==> config.mk <==
export PLATFORM = sky130hd
export DESIGN_NAME = fetch_stage
export DESIGN_NICKNAME = d
export VERILOG_FILES = /design/src/rtl/risc_pkg.sv /design/src/rtl/fetch_fifo.sv /design/src/rtl/fetch_stage.sv
export SDC_FILE = /design/constraint.sdc
export NUM_CORES = 1
export LEC_CHECK = 0
export BUFFER_PORTS_ARGS = -buffer_cell sky130_fd_sc_hd__buf_2
export CORE_ASPECT_RATIO = 0.5
export CORE_MARGIN = 10
export CORE_UTILIZATION = 30
export DETAILED_ROUTE_END_ITERATION = 10
export GPL_ROUTABILITY_DRIVEN = 0
export PLACE_DENSITY_LB_ADDON = 0.1
export SYNTH_ARGS = -nofsm -noshare
export SYNTH_HDL_FRONTEND = slang
export SYNTH_SLANG_ARGS = --single-unit
==> constraint.sdc <==
create_clock -name clk -period 8.9 [get_ports clk]
set_input_delay 1.78 -clock clk [delete_from_list [all_inputs] [get_ports clk]]
set_output_delay 1.78 -clock clk [all_outputs]
set_load 0.02 [all_outputs]
==> src/rtl/risc_pkg.sv <==
// Shared constants and types for the RISC front end.
package risc_pkg;

  localparam logic [31:0] NOP_INSTR        = 32'h0000_0013;
  localparam logic [31:0] RESET_PC_DEFAULT = 32'h0000_0000;

  typedef struct packed {
    logic [31:0] pc;
    logic [31:0] instr;
  } fetch_entry_t;

endpackage

==> src/rtl/fetch_fifo.sv <==
// Small synchronous FIFO with flush; head entry is read combinationally so
// the consumer sees data in the cycle after the push.
module fetch_fifo
  import risc_pkg::*;
#(
  parameter int  DEPTH     = 2,
  parameter type T         = fetch_entry_t,
  parameter T    RESET_VAL = '0
) (
  input  logic                     clk,
  input  logic                     rst,
  input  logic                     push,
  input  T                         push_data,
  input  logic                     pop,
  input  logic                     flush,
  output T                         pop_data,
  output logic                     full,
  output logic                     empty,
  output logic [$clog2(DEPTH):0]   count
);

  localparam int AW = $clog2(DEPTH);
  localparam int CW = $clog2(DEPTH) + 1;
  localparam logic [CW-1:0] DEPTH_C = DEPTH[CW-1:0];

  T              r_mem [DEPTH];
  logic [AW-1:0] r_wr_ptr;
  logic [AW-1:0] r_rd_ptr;
  logic [CW-1:0] r_count;
  logic          w_pop_ok;
  logic          w_push_ok;

  // A push at full is accepted only when the same cycle frees a slot.
  assign w_pop_ok  = pop && (r_count != '0);
  assign w_push_ok = push && ((r_count != DEPTH_C) || w_pop_ok);

  always_ff @(posedge clk) begin
    if (rst) begin
      for (int i = 0; i < DEPTH; i++) r_mem[i] <= RESET_VAL;
      r_wr_ptr <= '0;
      r_rd_ptr <= '0;
      r_count  <= '0;
    end else if (flush) begin
      r_wr_ptr <= '0;
      r_rd_ptr <= '0;
      r_count  <= '0;
    end else begin
      if (w_push_ok) begin
        r_mem[r_wr_ptr] <= push_data;
        r_wr_ptr        <= r_wr_ptr + 1'b1;
      end
      if (w_pop_ok) r_rd_ptr <= r_rd_ptr + 1'b1;
      r_count <= r_count + CW'(w_push_ok) - CW'(w_pop_ok);
    end
  end

  assign pop_data = r_mem[r_rd_ptr];
  assign full     = (r_count == DEPTH_C);
  assign empty    = (r_count == '0);
  assign count    = r_count;

endmodule

==> src/rtl/fetch_stage.sv <==
// Instruction fetch: PC, credit-limited imem requests, pc-tag queue and
// instruction buffer feeding decode; redirects flush everything in flight.
module fetch_stage
  import risc_pkg::*;
#(
  parameter logic [31:0] RESET_PC   = RESET_PC_DEFAULT,
  parameter int          FIFO_DEPTH = 2
) (
  input  logic        clk,
  input  logic        rst,
  output logic        imem_req_valid,
  input  logic        imem_req_ready,
  output logic [31:0] imem_addr,
  input  logic        imem_rsp_valid,
  input  logic [31:0] imem_rsp_data,
  input  logic        redirect_valid,
  input  logic [31:0] redirect_pc,
  output logic        if_valid,
  input  logic        if_ready,
  output logic [31:0] if_pc,
  output logic [31:0] if_pc_plus4,
  output logic [31:0] if_instr
);

  localparam int CW = $clog2(FIFO_DEPTH) + 1;
  localparam logic [CW:0] DEPTH_W = FIFO_DEPTH[CW:0];
  localparam fetch_entry_t BUF_RESET = '{pc: RESET_PC, instr: NOP_INSTR};

  logic [31:0]   r_pc;
  logic [CW-1:0] r_outstanding;
  logic [CW-1:0] r_drop;

  logic [CW-1:0] w_buf_count;
  logic [CW-1:0] w_tag_count;
  logic          w_buf_empty;
  logic          w_buf_full;
  logic          w_tag_empty;
  logic          w_tag_full;
  logic [31:0]   w_tag_pc;
  fetch_entry_t  w_buf_in;
  fetch_entry_t  w_buf_head;
  logic [CW:0]   w_credits_used;
  logic          w_req_fire;
  logic          w_rsp_fire;
  logic          w_rsp_keep;
  logic          w_pop;

  // Every request owns a buffer slot up front, so responses never stall.
  assign w_credits_used = {1'b0, r_outstanding} + {1'b0, w_buf_count};
  assign imem_req_valid = !rst && !redirect_valid && (w_credits_used < DEPTH_W);
  assign imem_addr      = r_pc;
  assign w_req_fire     = imem_req_valid && imem_req_ready;
  assign w_rsp_fire     = imem_rsp_valid && (r_outstanding != '0);
  assign w_rsp_keep     = w_rsp_fire && (r_drop == '0) && !redirect_valid;
  assign w_pop          = if_valid && if_ready;
  assign w_buf_in       = '{pc: w_tag_pc, instr: imem_rsp_data};

  always_ff @(posedge clk) begin
    if (rst) begin
      r_pc          <= RESET_PC;
      r_outstanding <= '0;
      r_drop        <= '0;
    end else begin
      r_outstanding <= r_outstanding + CW'(w_req_fire) - CW'(w_rsp_fire);
      if (redirect_valid) begin
        r_pc   <= {redirect_pc[31:2], 2'b00};
        // Everything still in flight after this cycle is stale.
        r_drop <= r_outstanding - CW'(w_rsp_fire);
      end else begin
        if (w_req_fire) r_pc <= r_pc + 32'd4;
        if (w_rsp_fire && (r_drop != '0)) r_drop <= r_drop - 1'b1;
      end
    end
  end

  fetch_fifo #(
    .DEPTH     (FIFO_DEPTH),
    .T         (logic [31:0]),
    .RESET_VAL (RESET_PC)
  ) u_tag_q (
    .clk       (clk),
    .rst       (rst),
    .push      (w_req_fire),
    .push_data (r_pc),
    .pop       (w_rsp_fire && (r_drop == '0)),
    .flush     (redirect_valid),
    .pop_data  (w_tag_pc),
    .full      (w_tag_full),
    .empty     (w_tag_empty),
    .count     (w_tag_count)
  );

  fetch_fifo #(
    .DEPTH     (FIFO_DEPTH),
    .T         (fetch_entry_t),
    .RESET_VAL (BUF_RESET)
  ) u_buf (
    .clk       (clk),
    .rst       (rst),
    .push      (w_rsp_keep),
    .push_data (w_buf_in),
    .pop       (w_pop),
    .flush     (redirect_valid),
    .pop_data  (w_buf_head),
    .full      (w_buf_full),
    .empty     (w_buf_empty),
    .count     (w_buf_count)
  );

  assign if_valid    = !w_buf_empty;
  assign if_pc       = w_buf_head.pc;
  assign if_instr    = w_buf_head.instr;
  assign if_pc_plus4 = w_buf_head.pc + 32'd4;

  a_rsp_without_req: assert property (@(posedge clk) disable iff (rst)
    !(imem_rsp_valid && (r_outstanding == '0)));
  a_credit_bound: assert property (@(posedge clk) disable iff (rst)
    (w_credits_used <= DEPTH_W) && (({1'b0, w_tag_count} + {1'b0, w_buf_count}) <= DEPTH_W));
  a_tag_present: assert property (@(posedge clk) disable iff (rst)
    !(w_rsp_fire && (r_drop == '0) && w_tag_empty));
  a_no_overflow: assert property (@(posedge clk) disable iff (rst)
    !(w_buf_full && w_rsp_keep && !w_pop) && !(w_tag_full && w_req_fire));

endmodule

==> impl_metrics.toml, run 1 <==
[power_and_ir_drop]
pwr-share-seq = 0.457
power_mw = 2.80
switching_share = 0.275
vdd_ir_drop_max_v = 0.000123
p_int_mw = 2.03
power.density_nw_per_um2 = 210
switching_power_mw = 0.771
p_comb_frac = 0.146
power_leakage_nw = 5.09
p_clk_frac = 0.397

[yosys]
synth-seq-area-share = 0.579
synth_top_area_cell = "edfxtp_1"
synth_edf_count = 184
yosysWarnings = 0
yosysMostFrequentCell = "edfxtp_1"
synth_top_area_share = 0.500
netlist_instances = 942
synth_top_family_by_area = "simple AND/OR/NAND/NOR gates"
yosys.area_share.simple = 0.185
synth_cell_types = 65
ys_seq_elements = 228
postSynth.asyncResetShare = 0
synthesis.area_um2 = 11100
synthXorXnorAreaFrac = 0.0333
synth.avg_cell_area_um2 = 11.7
synthMuxAreaShare = 0.0938
ys_top_cells_by_count = "edfxtp_1, and2_1, nor2_1"
synth_ff_type = "edfxtp_1"
synth_compound_area_frac = 0.0579
synthTopCellsByArea = "edfxtp_1, dfxtp_1, and2_1"
synth_fa_ha_area_frac = 0.0131

[drt]
wl_per_cell_um = 19.2
ant_nets = 0
dr.pass1.iters = 5
drc = 0
via_per_inst = 4.73
drtIter0Drc = 363
drt_wl_total_mm = 31.2
vias = 7660

[cells_and_area]
area.growth.synth_to_final_pct = 20.4
nets = 1200
drive_gt1_frac = 0.280
stdcell_area_um2 = 13300
n_antenna_cell = 0
regArea_um2 = 6410
fin_cells = 1621
utilization = 0.368
fillCellCount = 3595
multi_input_comb_area_um2 = 4290

[sta]
rsz0062_at_grt = "no"
worst_clock_skew_ps = 25.1
whs_ps = 523
hold_violations = 0
setup_viol = 0
finalCritPeriodShare = 0.657
min_period_ps = 5850
max-slew-margin-rel = 0.180
fin_ws_ps = 3050
tightestPinTransition_ps = 1230
tns_ps = 0
drv_slew = 0
fmax_ghz = 0.171

[floorplan]
dieHeight_um = 156
die_w_um = 292
initial_utilization = 0.306
fp-row-count = 49
ioPinCount = 200
die_area_um2 = 45400
fp.coreArea_um2 = 36200

[setup_path]
critPathSlowestCell = "buf_4"
crit_path_end = "if_pc_plus4[30]"
r2r_start = "r_outstanding[0]"
cp.arrival_ps = 4070
critPathKind = "reg2out"
cp_max_fo = 63
worstRegToRegCells = 9
critPathLaunchType = "register"
cp.required_ps = 7120
crit_path_end_kind = "output pin"
rrSetupSlack_ps = 4790
r2r-end = "u_tag_q.r_mem[1][14]"
slowest_delay_ps = 710
crit_path_cell_trace = "buf_4, mux2i_1, inv_1, ha_1, a21boi_1, nand3_2, nor4b_2, xnor2_1, buf_2"

[global_route]
grt_usage = 0.134
grt_pass1_wl_mm = 48.1
grt_pass1_vias = 8029
grt.overflow.total = 0
grt_max_degree = 64
antenna_found_initial = 0

[clock_network]
clk_latency_ps = 550
cts_max_path_buffers = 3
cts_tree = "done"
clkSinkCount = 228
postCtsSetupBuffers = 0
cts_hold_buf = 0
clock-root-buffer = "clkbuf_16"
numCtsBuffers = 25
ctsResizeCount = 0
cts.htree.levels = 1
clk_pin_slew_ps = 60

[run]
cap_viol_max_count = 0

[placed_design]
dp_hpwl_mm = 21.2
io_buffers = 191
dp_slack_ps = 3540
postPlaceCellArea_um2 = 12500
dp_cells = 1576

[worst_hold_path]
hold_class = "reg2reg"

[run_status]
status = "complete, no violations"
[cells in the final DEF, fill, tap and decap left out, types with 21 or more instances in the layout]
cell type    n
mux2_2      53
mux2i_1     44
nand2_1     52
nor2_1     102
clkbuf_16   25
nand3_1     24
and2_1     117
buf_2      191
nor3_1      21
xnor2_1     27
edfxtp_1   184
inv_1       29
dfxtp_1     43
[registers in the layout, indices dropped and copies added (netlist names), 2 cells and up, named ones only]
register and count:
u_buf.r_mem 124, u_tag_q.r_mem 60, imem_addr 30, r_drop 2
r_outstanding 2, u_buf.count 2, u_tag_q.count 2
[metal layers]
layer  up-vias  routed length [um]  GRT usage  part of all wire
met5         -                   0          0                 0
met4         0                 561     0.0279             0.018
met1      3735               13700      0.168              0.44
met3        40                1470     0.0293             0.047
met2       157               15400      0.235              0.49
li1       3728                   -          -                 -
[area by class of cell]
| class | instances | area share |
|---|---|---|
| Multi-Input combinational cell | 632 | 0.322 |
| Sequential cell | 228 | 0.481 |
| Clock buffer | 25 | 0.0470 |
| Timing Repair Buffer | 201 | 0.0774 |
| Tap cell | 484 | 0.0455 |
| Clock inverter | 20 | 0.0180 |
| Inverter | 31 | 0.00874 |
[worst min path at each step]
stage | endpoint | cells after the start | start
2_1_floorplan | register | 2 | u_buf.r_rd_ptr
3_3_place_gp | u_buf.r_rd_ptr | 2 | u_buf.r_rd_ptr
3_5_place_dp | u_tag_q.r_rd_ptr | 2 | u_tag_q.r_rd_ptr
4_1_cts | u_tag_q.r_rd_ptr | 2 | u_tag_q.r_rd_ptr
5_1_grt | u_tag_q.r_rd_ptr | 2 | u_tag_q.r_rd_ptr
6_report | imem_addr[4] | 2 | imem_addr[4]
[worst max-delay path, delay by kind of cell (launching register included)]
| kind | cells | cell delay (ps) |
|---|---|---|
| mux | 1 | 210 |
| simple gates | 2 | 760 |
| fa+ha+maj | 1 | 190 |
| buf+inv | 3 | 1030 |
| flops | 1 | 550 |
| xor+xnor | 1 | 170 |
| compound gates | 1 | 580 |
[power groups by stage]
stage	clock (mW)	sequential (mW)	combinational, mW
2_1_floorplan	0	1.30	0.264
3_3_place_gp	0	1.30	0.413
3_5_place_dp	0	1.31	0.418
4_1_cts	1.15	1.28	0.419
5_1_grt	1.19	1.29	0.448
6_report	1.11	1.28	0.408
[cell families after synthesis]
family / count (synthesis)
other: 1
buffers and inverters: 87
and+or+nand+nor: 383
DFF: 228
adders and majority gates: 11
muxes: 97
xor gates and xnor gates: 42
AOI/OAI and AO/OA: 93
Note: power is estimated with default switching activity, not from simulation.
==> inputs of run 2 (changes only) <==
==> constraint.sdc (replaced) <==
create_clock -name clk -period 5.8 [get_ports clk]
set_input_delay 1.16 -clock clk [delete_from_list [all_inputs] [get_ports clk]]
set_output_delay 1.16 -clock clk [all_outputs]
set_load 0.02 [all_outputs]
==> impl_metrics.toml, run 2 (same netlist as run 1, synthesis figures left out) <==
[cells_and_area]
nets = 1203
area.growth.synth_to_final_pct = 19.9
top_register = "u_buf.r_mem"
n_antenna_cell = 0
utilization = 0.367
final_common_cell = "buf_2"
largest_reg_flops = 124
mostFrequentLayoutCells = "buf_2, edfxtp_1, and2_1"
drive_gt1_frac = 0.277

[floorplan]
ioPinCount = 200
dieHeight_um = 156
fp.coreArea_um2 = 36200
initial_utilization = 0.306
fp-row-count = 49
die_area_um2 = 45400
die_w_um = 292

[worst_hold_path]
hold_class = "reg2reg"
hold_start = "u_tag_q.r_rd_ptr"

[sta]
drv_slew = 0
worst_clock_skew_ps = 12.1
fmax_ghz = 0.206
min_period_ps = 4850
tns_ps = 0
whs_ps = 517
max-slew-margin-rel = 0.368
setup_viol = 0
rsz0062_at_grt = "no"
finalCritPeriodShare = 0.837
hold_violations = 0
tightestPinTransition_ps = 948
fin_ws_ps = 948

[clock_network]
cts_hold_buf = 0
ctsResizeCount = 0
numCtsBuffers = 24
clkSinkCount = 228
cts.htree.levels = 1
cts_tree = "done"
clk_pin_slew_ps = 60
postCtsSetupBuffers = 0
clk_latency_ps = 530
cts_max_path_buffers = 3
clock-root-buffer = "clkbuf_16"

[setup_path]
critPathLaunchType = "register"
cp_max_fo = 58
cp.required_ps = 4640
critPathKind = "reg2out"
r2r_start = "r_outstanding[0]"
crit_path_end_kind = "output pin"
cp.arrival_ps = 3690

[drt]
dr.pass1.iters = 4
ant_nets = 0
drc = 0
wl_per_cell_um = 18.9
via_per_inst = 4.72
vias = 7665
drtIter0Drc = 408
drt_wl_total_mm = 30.8

[global_route]
grt_pass1_wl_mm = 47.1
grt.overflow.total = 0
grt_pass1_vias = 7743
grt_usage = 0.131
grt_max_degree = 63
antenna_found_initial = 0

[power_and_ir_drop]
vdd_ir_drop_max_v = 0.000185
power.density_nw_per_um2 = 312
power_leakage_nw = 5.07
power_mw = 4.14

[run_status]
status = "complete, no violations"

[placed_design]
io_buffers = 191
dp_slack_ps = 1390
dp_hpwl_mm = 21.1

[run]
cap_viol_max_count = 0
## run 2: through the flow
step	cell area, um^2	std cells
after detailed placement	12500	1580
after floorplan	11100	947
after CTS	13300	1624
final	13300	1624
after global placement	12500	1580
after global routing	13300	1624
## run 2: cell type report
type	instances	area, um^2
inverters	31	116
fillers	3632	22900
flip-flops and latches	228	6410
multi-input cells	632	4290
repair buffers	205	1060
clock inverters	14	128
well taps	484	606
clock buffers	30	654
## run 2: critical path: stages (launching register included)
cell	delay [ps]
dfxtp_4	880
buf_4	480
nand4_1	210
a211oi_2	430
nand4_1	340
nor4_2	440
xor2_1	170
buf_2	180
## run 2: final timing paths
path                           to  slack (ps)  depth (start not counted)
max               if_pc_plus4[31]         950                          7
min              u_tag_q.r_rd_ptr         520                          2
max reg2reg  u_tag_q.r_mem[1][22]        2100                         10
min reg2reg      u_tag_q.r_rd_ptr         520                          2
## run 2: routing by layer
layer / GRT usage / vias to the layer above / part of all wire
met2: 0.225 / 142 / 0.48
met1: 0.164 / 3737 / 0.45
met3: 0.0277 / 45 / 0.038
li1: - / 3741 / -
met4: 0.0366 / 0 / 0.027
met5: 0 / - / 0
## run 2: report_power, final
group / leakage [nW] / switching, mW / internal, mW
combinational: 2.43 / 0.413 / 0.213
clock: 0.389 / 0.655 / 0.893
sequential: 2.25 / 0.0765 / 1.89
